$ cat config.mk
export PLATFORM = sky130hd
export DESIGN_NAME = fp_norm_round_pipe_flat
export DESIGN_NICKNAME = d
export VERILOG_FILES = /design/src/rtl/fp_norm_round_pipe_if.sv /design/src/rtl/fp_norm_round_pipe.sv /design/src/flat_wrapper.sv
export SDC_FILE = /design/constraint.sdc
export NUM_CORES = 1
export LEC_CHECK = 0
export CAP_MARGIN = 5
export CORE_MARGIN = 3
export CORE_UTILIZATION = 49
export CTS_CLUSTER_SIZE = 14
export DETAILED_ROUTE_END_ITERATION = 8
export PLACE_DENSITY = 0.81
export SYNTH_ARGS = -nofsm -noshare
export SYNTH_HDL_FRONTEND = slang
export SYNTH_SLANG_ARGS = --single-unit
$ cat constraint.sdc
create_clock -name CLK -period 4.1 [get_ports CLK]
set_input_delay 0.41 -clock CLK [delete_from_list [all_inputs] [get_ports CLK]]
set_output_delay 0.41 -clock CLK [all_outputs]
set_load 0.02 [all_outputs]
$ cat src/rtl/fp_norm_round_pipe_if.sv
// rtl/fp_norm_round_pipe_if.sv - operand/result handshake bundle for fp_norm_round_pipe
interface fp_norm_round_pipe_if #(
  parameter int EXP_W  = 8,
  parameter int FRAC_W = 23
);
  localparam int W = 1 + EXP_W + FRAC_W;

  logic              in_valid;
  logic              in_ready;
  logic              in_sign;
  logic [EXP_W-1:0]  in_exp;
  logic [FRAC_W+3:0] in_mant;
  logic [2:0]        in_frm;
  logic              in_ovf;
  logic              in_unf;
  logic              in_inv;
  logic              in_dz;
  logic              in_flip;
  logic              out_valid;
  logic              out_ready;
  logic [W-1:0]      out_result;
  logic [4:0]        out_flags;

  // Environment side: produces operands, consumes results
  modport master (
    output in_valid, in_sign, in_exp, in_mant, in_frm,
    output in_ovf, in_unf, in_inv, in_dz, in_flip, out_ready,
    input  in_ready, out_valid, out_result, out_flags
  );

  // Pipeline side
  modport slave (
    input  in_valid, in_sign, in_exp, in_mant, in_frm,
    input  in_ovf, in_unf, in_inv, in_dz, in_flip, out_ready,
    output in_ready, out_valid, out_result, out_flags
  );
endinterface

$ cat src/rtl/fp_norm_round_pipe.sv
// rtl/fp_norm_round_pipe.sv - two-stage FP normalize (S1) and round/pack (S2) pipeline
module fp_norm_round_pipe #(
  parameter int EXP_W  = 8,
  parameter int FRAC_W = 23
) (
  input  logic                CLK,
  input  logic                nRST,
  fp_norm_round_pipe_if.slave bus
);
  localparam int W    = 1 + EXP_W + FRAC_W;
  localparam int XW   = EXP_W + 2;        // signed exponent intermediate width
  localparam int FW   = FRAC_W + 2;       // hidden..guard field scanned for leading zeros
  localparam int LZ_W = $clog2(FW + 1);
  localparam logic signed [XW-1:0] ONE_X    = XW'(1);
  localparam logic signed [XW-1:0] EMAX_X   = XW'((1 << EXP_W) - 1);
  localparam logic [EXP_W-1:0]     EXP_ONES = '1;
  localparam logic [EXP_W-1:0]     EXP_MAXF = {{(EXP_W-1){1'b1}}, 1'b0};

  // mant holds {hidden, fraction, guard, sticky} after normalization
  typedef struct packed {
    logic              sign;
    logic              flip;
    logic [XW-1:0]     exp;
    logic [FRAC_W+2:0] mant;
    logic [2:0]        frm;
    logic              ovf;
    logic              unf;
    logic              inv;
    logic              dz;
    logic              zero;
    logic              flush;
  } s1_t;

  s1_t                  n_s1;
  s1_t                  s1_q, s1_d;
  logic                 s1_valid_q, s1_valid_d;
  logic                 s2_valid_q, s2_valid_d;
  logic [W-1:0]         s2_result_q, s2_result_d;
  logic [4:0]           s2_flags_q, s2_flags_d;
  logic                 s2_adv;
  logic                 in_ready;

  logic [FW-1:0]        field;
  logic [LZ_W-1:0]      lz;
  logic signed [XW-1:0] lz_x;
  logic signed [XW-1:0] exp_x;

  logic                 sgn, grd, stk, lsb, inexact, frm_bad, inc, to_max, ovf_any;
  logic [FRAC_W:0]      sum;
  logic signed [XW-1:0] exp_r;
  logic [W-1:0]         r_result;
  logic [4:0]           r_flags;

  // S1 datapath: carry right-shift, leading-zero left-shift, zero and underflow detect
  always_comb begin
    field = bus.in_mant[FRAC_W+2:1];
    exp_x = XW'(bus.in_exp);
    lz    = LZ_W'(FW);
    for (int i = 0; i < FW; i++) begin
      if (field[i]) lz = LZ_W'(FW - 1 - i);
    end
    lz_x       = XW'(lz);
    n_s1       = '0;
    n_s1.sign  = bus.in_sign;
    n_s1.flip  = bus.in_flip;
    n_s1.frm   = bus.in_frm;
    n_s1.ovf   = bus.in_ovf;
    n_s1.unf   = bus.in_unf;
    n_s1.inv   = bus.in_inv;
    n_s1.dz    = bus.in_dz;
    n_s1.zero  = (bus.in_mant == '0);
    if (bus.in_mant[FRAC_W+3]) begin
      n_s1.mant = {bus.in_mant[FRAC_W+3:2], bus.in_mant[1] | bus.in_mant[0]};
      n_s1.exp  = exp_x + ONE_X;
    end else begin
      n_s1.mant  = {field << lz, bus.in_mant[0]};
      n_s1.exp   = exp_x - lz_x;
      n_s1.flush = !n_s1.zero && (lz_x >= exp_x);
    end
  end

  // Handshake: S1 refills whenever it is empty or moving into S2
  always_comb begin
    s2_adv     = !s2_valid_q || bus.out_ready;
    in_ready   = !s1_valid_q || s2_adv;
    s1_valid_d = s1_valid_q;
    s1_d       = s1_q;
    if (in_ready) begin
      s1_valid_d = bus.in_valid;
      if (bus.in_valid) s1_d = n_s1;
    end
  end

  // S2 datapath: rounding increment, renormalize, overflow/exception packing
  always_comb begin
    sgn     = s1_q.sign ^ s1_q.flip;
    lsb     = s1_q.mant[2];
    grd     = s1_q.mant[1];
    stk     = s1_q.mant[0];
    inexact = grd | stk;
    frm_bad = (s1_q.frm > 3'd4);
    case (s1_q.frm)
      3'b001:  inc = 1'b0;
      3'b010:  inc = inexact & sgn;
      3'b011:  inc = inexact & ~sgn;
      3'b100:  inc = grd;
      default: inc = grd & (stk | lsb);
    endcase
    to_max = (s1_q.frm == 3'b001) || (s1_q.frm == 3'b010 && !sgn) ||
             (s1_q.frm == 3'b011 && sgn);
    sum    = {1'b0, s1_q.mant[FRAC_W+1:2]} + {{FRAC_W{1'b0}}, inc};
    exp_r  = $signed(s1_q.exp);
    if (sum[FRAC_W]) exp_r = exp_r + ONE_X;
    ovf_any = s1_q.ovf ||
              (!s1_q.unf && !s1_q.flush && !s1_q.zero && !s1_q.inv && (exp_r >= EMAX_X));

    r_result = {sgn, exp_r[EXP_W-1:0], sum[FRAC_W-1:0]};
    r_flags  = {frm_bad, s1_q.dz, 1'b0, 1'b0, inexact};
    if (s1_q.inv) begin
      r_result = {1'b0, EXP_ONES, 1'b1, {(FRAC_W-1){1'b0}}};
      r_flags  = {1'b1, s1_q.dz, 3'b000};
    end else if (ovf_any) begin
      r_result = to_max ? {sgn, EXP_MAXF, {FRAC_W{1'b1}}} : {sgn, EXP_ONES, {FRAC_W{1'b0}}};
      r_flags  = {frm_bad, s1_q.dz, 1'b1, 1'b0, 1'b1};
    end else if (s1_q.unf || s1_q.flush) begin
      r_result = {sgn, {(W-1){1'b0}}};
      r_flags  = {frm_bad, s1_q.dz, 1'b0, 1'b1, 1'b1};
    end else if (s1_q.zero) begin
      r_result = {sgn, {(W-1){1'b0}}};
      r_flags  = {frm_bad, s1_q.dz, 3'b000};
    end
  end

  // Output register loads only when empty or drained, so held results stay stable
  always_comb begin
    s2_valid_d  = s2_valid_q;
    s2_result_d = s2_result_q;
    s2_flags_d  = s2_flags_q;
    if (s2_adv) begin
      s2_valid_d = s1_valid_q;
      if (s1_valid_q) begin
        s2_result_d = r_result;
        s2_flags_d  = r_flags;
      end
    end
  end

  // Pipeline registers; reset discards anything in flight
  always_ff @(posedge CLK or negedge nRST) begin
    if (!nRST) begin
      s1_valid_q  <= 1'b0;
      s1_q        <= '0;
      s2_valid_q  <= 1'b0;
      s2_result_q <= '0;
      s2_flags_q  <= '0;
    end else begin
      s1_valid_q  <= s1_valid_d;
      s1_q        <= s1_d;
      s2_valid_q  <= s2_valid_d;
      s2_result_q <= s2_result_d;
      s2_flags_q  <= s2_flags_d;
    end
  end

  assign bus.in_ready   = in_ready;
  assign bus.out_valid  = s2_valid_q;
  assign bus.out_result = s2_result_q;
  assign bus.out_flags  = s2_flags_q;
endmodule

$ cat src/flat_wrapper.sv
// flat-port wrapper written by rule: the top's interface ports become plain ports
module fp_norm_round_pipe_flat 
#(
  parameter int EXP_W  = 8,
  parameter int FRAC_W = 23
)
  (CLK, nRST, bus_in_valid, bus_in_sign, bus_in_exp, bus_in_mant, bus_in_frm, bus_in_ovf, bus_in_unf, bus_in_inv, bus_in_dz, bus_in_flip, bus_out_ready, bus_in_ready, bus_out_valid, bus_out_result, bus_out_flags);
  fp_norm_round_pipe_if #(.EXP_W(EXP_W), .FRAC_W(FRAC_W)) bus_i ();
  input  logic CLK;
  input  logic nRST;
  input wire logic [$bits(bus_i.in_valid)-1:0] bus_in_valid;
  input wire logic [$bits(bus_i.in_sign)-1:0] bus_in_sign;
  input wire logic [$bits(bus_i.in_exp)-1:0] bus_in_exp;
  input wire logic [$bits(bus_i.in_mant)-1:0] bus_in_mant;
  input wire logic [$bits(bus_i.in_frm)-1:0] bus_in_frm;
  input wire logic [$bits(bus_i.in_ovf)-1:0] bus_in_ovf;
  input wire logic [$bits(bus_i.in_unf)-1:0] bus_in_unf;
  input wire logic [$bits(bus_i.in_inv)-1:0] bus_in_inv;
  input wire logic [$bits(bus_i.in_dz)-1:0] bus_in_dz;
  input wire logic [$bits(bus_i.in_flip)-1:0] bus_in_flip;
  input wire logic [$bits(bus_i.out_ready)-1:0] bus_out_ready;
  output wire logic [$bits(bus_i.in_ready)-1:0] bus_in_ready;
  output wire logic [$bits(bus_i.out_valid)-1:0] bus_out_valid;
  output wire logic [$bits(bus_i.out_result)-1:0] bus_out_result;
  output wire logic [$bits(bus_i.out_flags)-1:0] bus_out_flags;
  assign bus_i.in_valid = bus_in_valid;
  assign bus_i.in_sign = bus_in_sign;
  assign bus_i.in_exp = bus_in_exp;
  assign bus_i.in_mant = bus_in_mant;
  assign bus_i.in_frm = bus_in_frm;
  assign bus_i.in_ovf = bus_in_ovf;
  assign bus_i.in_unf = bus_in_unf;
  assign bus_i.in_inv = bus_in_inv;
  assign bus_i.in_dz = bus_in_dz;
  assign bus_i.in_flip = bus_in_flip;
  assign bus_i.out_ready = bus_out_ready;
  assign bus_in_ready = bus_i.in_ready;
  assign bus_out_valid = bus_i.out_valid;
  assign bus_out_result = bus_i.out_result;
  assign bus_out_flags = bus_i.out_flags;
  fp_norm_round_pipe #(.EXP_W(EXP_W), .FRAC_W(FRAC_W)) u_core (.CLK(CLK), .nRST(nRST), .bus(bus_i));
endmodule
==> impl_metrics.csv <==
group,metric,value,unit
logic_synthesis,synth_edf_count,0,
cts,cts_inserted_buffers,9,
die,initial_core_util,51.5,%
logic_synthesis,yosys.area.top_type,"dfrtp_1",
power,powerDensity,409,nW/um^2
route,ant_nets,0,
route,wl_per_cell,19.9,um
logic_synthesis,synth-seq-cells,85,
setup_path,crit_chain,"inv_1 -> and3_1 -> ha_1 -> a41oi_1 -> a21oi_1 -> ha_1 -> nand4_2 -> nor4_4 -> nand4_2 -> buf_4 -> o41ai_1 -> nand3_1 -> a21oi_4 -> o21ai_4 -> a32o_1",
logic_synthesis,ys_types,68,
logic_synthesis,netlist_top_cells_count,"nand2_1, dfrtp_1, nor2_1, o21ai_0, mux2i_1",
die,num_rows,39,
layout,drive_gt1_share,6.50,%
die,die_x,117,um
logic_synthesis,synth-async-reset-ratio,100,%
power,peakVddDrop,212,uV
setup_path,crit_arrival,3.96,ns
layout,antenna_cells,0,
setup_path,start_kind,"flip-flop",
sta,rsz0062_at_grt,"no",
sta,max_slew_margin,29.5,%
layout,n_fill_cell,1034,
cts,cts_tree,"done",
sta,slew_violations,0,
global_routing,grt_pass1_wl,30000,um
global_routing,grt_use_total,28.0,%
setup_path,r2r_end,"u_core.bus.out_result[20]",
sta,finalSetupViolations,0,
run,drv_cap,0,
layout,num-nets-final,854,
cts,insertion_delay,0.34,ns
hold_path,hp-class,"in2async",
setup_path,regToRegSetupSlack,0.36,ns
die,die_h,117,um
setup_path,worst_r2r_startpoint,"u_core.s1_q[8]",
sta,tns,0,ns
setup_path,crit_slowest_cell,"dfrtp_1",
setup_path,worst-r2r-cell-count,15,
global_routing,grt-ovfl-total,0,
sta,fmax,0.267,GHz
logic_synthesis,yosysWarnings,0,
route,via_count,6035,
global_routing,grt_pass1_vias,5706,
setup_path,crit_path_max_fanout,23,
logic_synthesis,syn_inst,723,
status,status,"complete, no violations",
logic_synthesis,synth_top_area_share,35.3,%
placed_design,portBuffers,86,
setup_path,crit_path_end_kind,"flip-flop",
global_routing,antenna_found_initial,0,
logic_synthesis,seq_area_frac_synth,35.3,%
layout,areaGrowthSynthToFinish,21.3,%
cts,clkTransAtPathRegs,0.06,ns
placed_design,dp_hpwl,14300,um
sta,fin_crit_sh,91.2,%
sta,hold_viol,0,
logic_synthesis,syn_area_per_cell,8.34,um^2
logic_synthesis,yosysMostFrequentCell,"nand2_1",
cts,htree_num_levels,3,
setup_path,cp_slowest_stage_delay,0.39,ns
sta,finClkSkew,0.00762,ns
sta,period_needed,3.74,ns
logic_synthesis,synth_fp_nets,782,
placed_design,gp_congestion,0.954,
setup_path,worstSetupPathType,"reg2reg",
die,core-area,11700,um^2
power,p_leak,0.00300,uW
layout,seqCellArea,2130,um^2
logic_synthesis,synth_area,6030,um^2
cts,postCtsSetupBuffers,0,
cts,cts_resized,0,
route,vias_per_cell,6.40,
sta,worst_pin_slew,1.06,ns
logic_synthesis,ys_top_cells_by_area,"dfrtp_1, mux2i_1, nand2_1",
route,firstDrtPassIters,8,
route,wl,18800,um
layout,multiInputGateArea,3620,um^2
power,finalPower,2990,uW
die,ioPinCount,87,
route,drt_iter0_drc,669,
global_routing,grt_start_max_net_pins,86,
route,drc_errors,0,
cts,cts_hold_buf,0,
cts,cts_buffer_depth,2,
die,die_area,13700,um^2
logic_synthesis,ys.flop_type,"dfrtp_1",
cts,root_buffer,"clkbuf_16",
setup_path,worstPathRequired,4.32,ns
cts,cts.sinks,85,
-- kinds of logic after synthesis --
group,Yosys count,share of synthesized area [%]
AO/OA/AOI/OAI,200,22.3
buffers and inverters,66,4.73
multiplexers,46,7.72
flip-flops,85,35.3
adder cells (fa/ha/maj),12,2.57
AND/OR/NAND/NOR,278,22.2
XOR/XNOR,36,5.23
-- cell usage in the layout (no fill, tap or decap), types with 3 or more instances in the layout --
cell type,synthesis,routed
a2111oi_0,4,4
nor2b_1,8,8
nor2_1,71,71
a31oi_1,8,8
nand2b_1,8,8
xor2_1,19,19
buf_4,3,21
nand4_2,3,3
nor3_1,13,13
xnor2_1,17,17
o21ai_1,17,17
a21oi_1,37,37
nand4_1,11,11
nand2_1,91,91
a221o_1,3,3
a32o_1,22,22
clkdlybuf4s50_1,0,85
a211oi_1,4,4
nor4_1,9,9
o22a_1,6,6
o211ai_1,4,4
o31ai_1,3,3
ha_1,10,10
inv_1,19,19
dfrtp_1,85,85
a221oi_1,13,13
clkbuf_16,0,9
mux2_2,4,4
or4_1,3,3
o21ai_0,54,54
or3_1,4,4
o22ai_1,3,3
and3_1,16,16
mux2i_1,42,42
nand3_1,31,31
-- power by group --
| group | switching, uW | internal [uW] | leakage, uW |
|---|---|---|---|
| logic | 569 | 461 | 0.00182 |
| clock network | 328 | 471 | 0.000138 |
| registers | 164 | 999 | 0.00104 |
| total | 1060 | 1930 | 0.00300 |
-- critical path, delay by kind of cell (launching register included) --
family	cells	cell delay [ns]
flops	1	0.39
fa+ha+maj	2	0.54
compound gates	6	1.40
buf+inv	2	0.29
simple gates	5	1.01
-- routing by layer --
metal | GRT usage (%) | up-vias | wire length (um)
li1 | - | 2799 | -
met1 | 39.2 | 2936 | 8530
met2 | 44.9 | 262 | 8580
met3 | 3.55 | 38 | 1180
met4 | 10.0 | 0 | 527
met5 | 0 | - | 0
-- layout make-up --
cell class	instances	area share, %
Clock buffer	10	3.13
Clock inverter	6	0.873
Inverter	21	1.08
Multi-Input combinational cell	572	49.6
Sequential cell	85	29.1
Tap cell	143	2.45
Timing Repair Buffer	106	13.8
-- per-stage QoR --
| step | cells | hold slack [ns] | util (%) | worst slack, ns | area (um^2) |
|---|---|---|---|---|---|
| 3_5_place_dp | 927 | 0.459 | 59.9 | 0.0917 | 7010 |
| 2_1_floorplan | 723 | 0.114 | - | 0.686 | 6030 |
| 5_1_grt | 943 | 0.369 | 62.4 | 0.135 | 7310 |
| 6_report | 943 | 0.249 | 62.4 | 0.360 | 7310 |
| 4_1_cts | 943 | 0.300 | 62.4 | 0.0400 | 7300 |
| 3_3_place_gp | 927 | 0.456 | 59.9 | 0.208 | 7010 |
-- registers in the layout (all words and copies together) (netlist names) --
signal,cells
u_core.s1_q,44
u_core.bus.out_result,32
u_core.bus.out_flags,5
u_core.bus.out_valid,1
u_core.grd,1
u_core.lsb,1
u_core.s1_valid_q,1
-- how the worst max path moves through the flow --
stage                        start                   endpoint  slack [ns]  cells after the start
global route        u_core.s1_q[8]  u_core.bus.out_result[28]        0.14                     15
detailed placement  u_core.s1_q[8]  u_core.bus.out_result[10]        0.09                     14
finish              u_core.s1_q[8]  u_core.bus.out_result[20]        0.36                     15
floorplan           u_core.s1_q[7]  u_core.bus.out_result[13]        0.69                     15
global placement    u_core.s1_q[7]   u_core.bus.out_result[8]        0.21                     13
CTS                 u_core.s1_q[8]  u_core.bus.out_result[10]        0.04                     14
(Power assumes the default switching activity.)
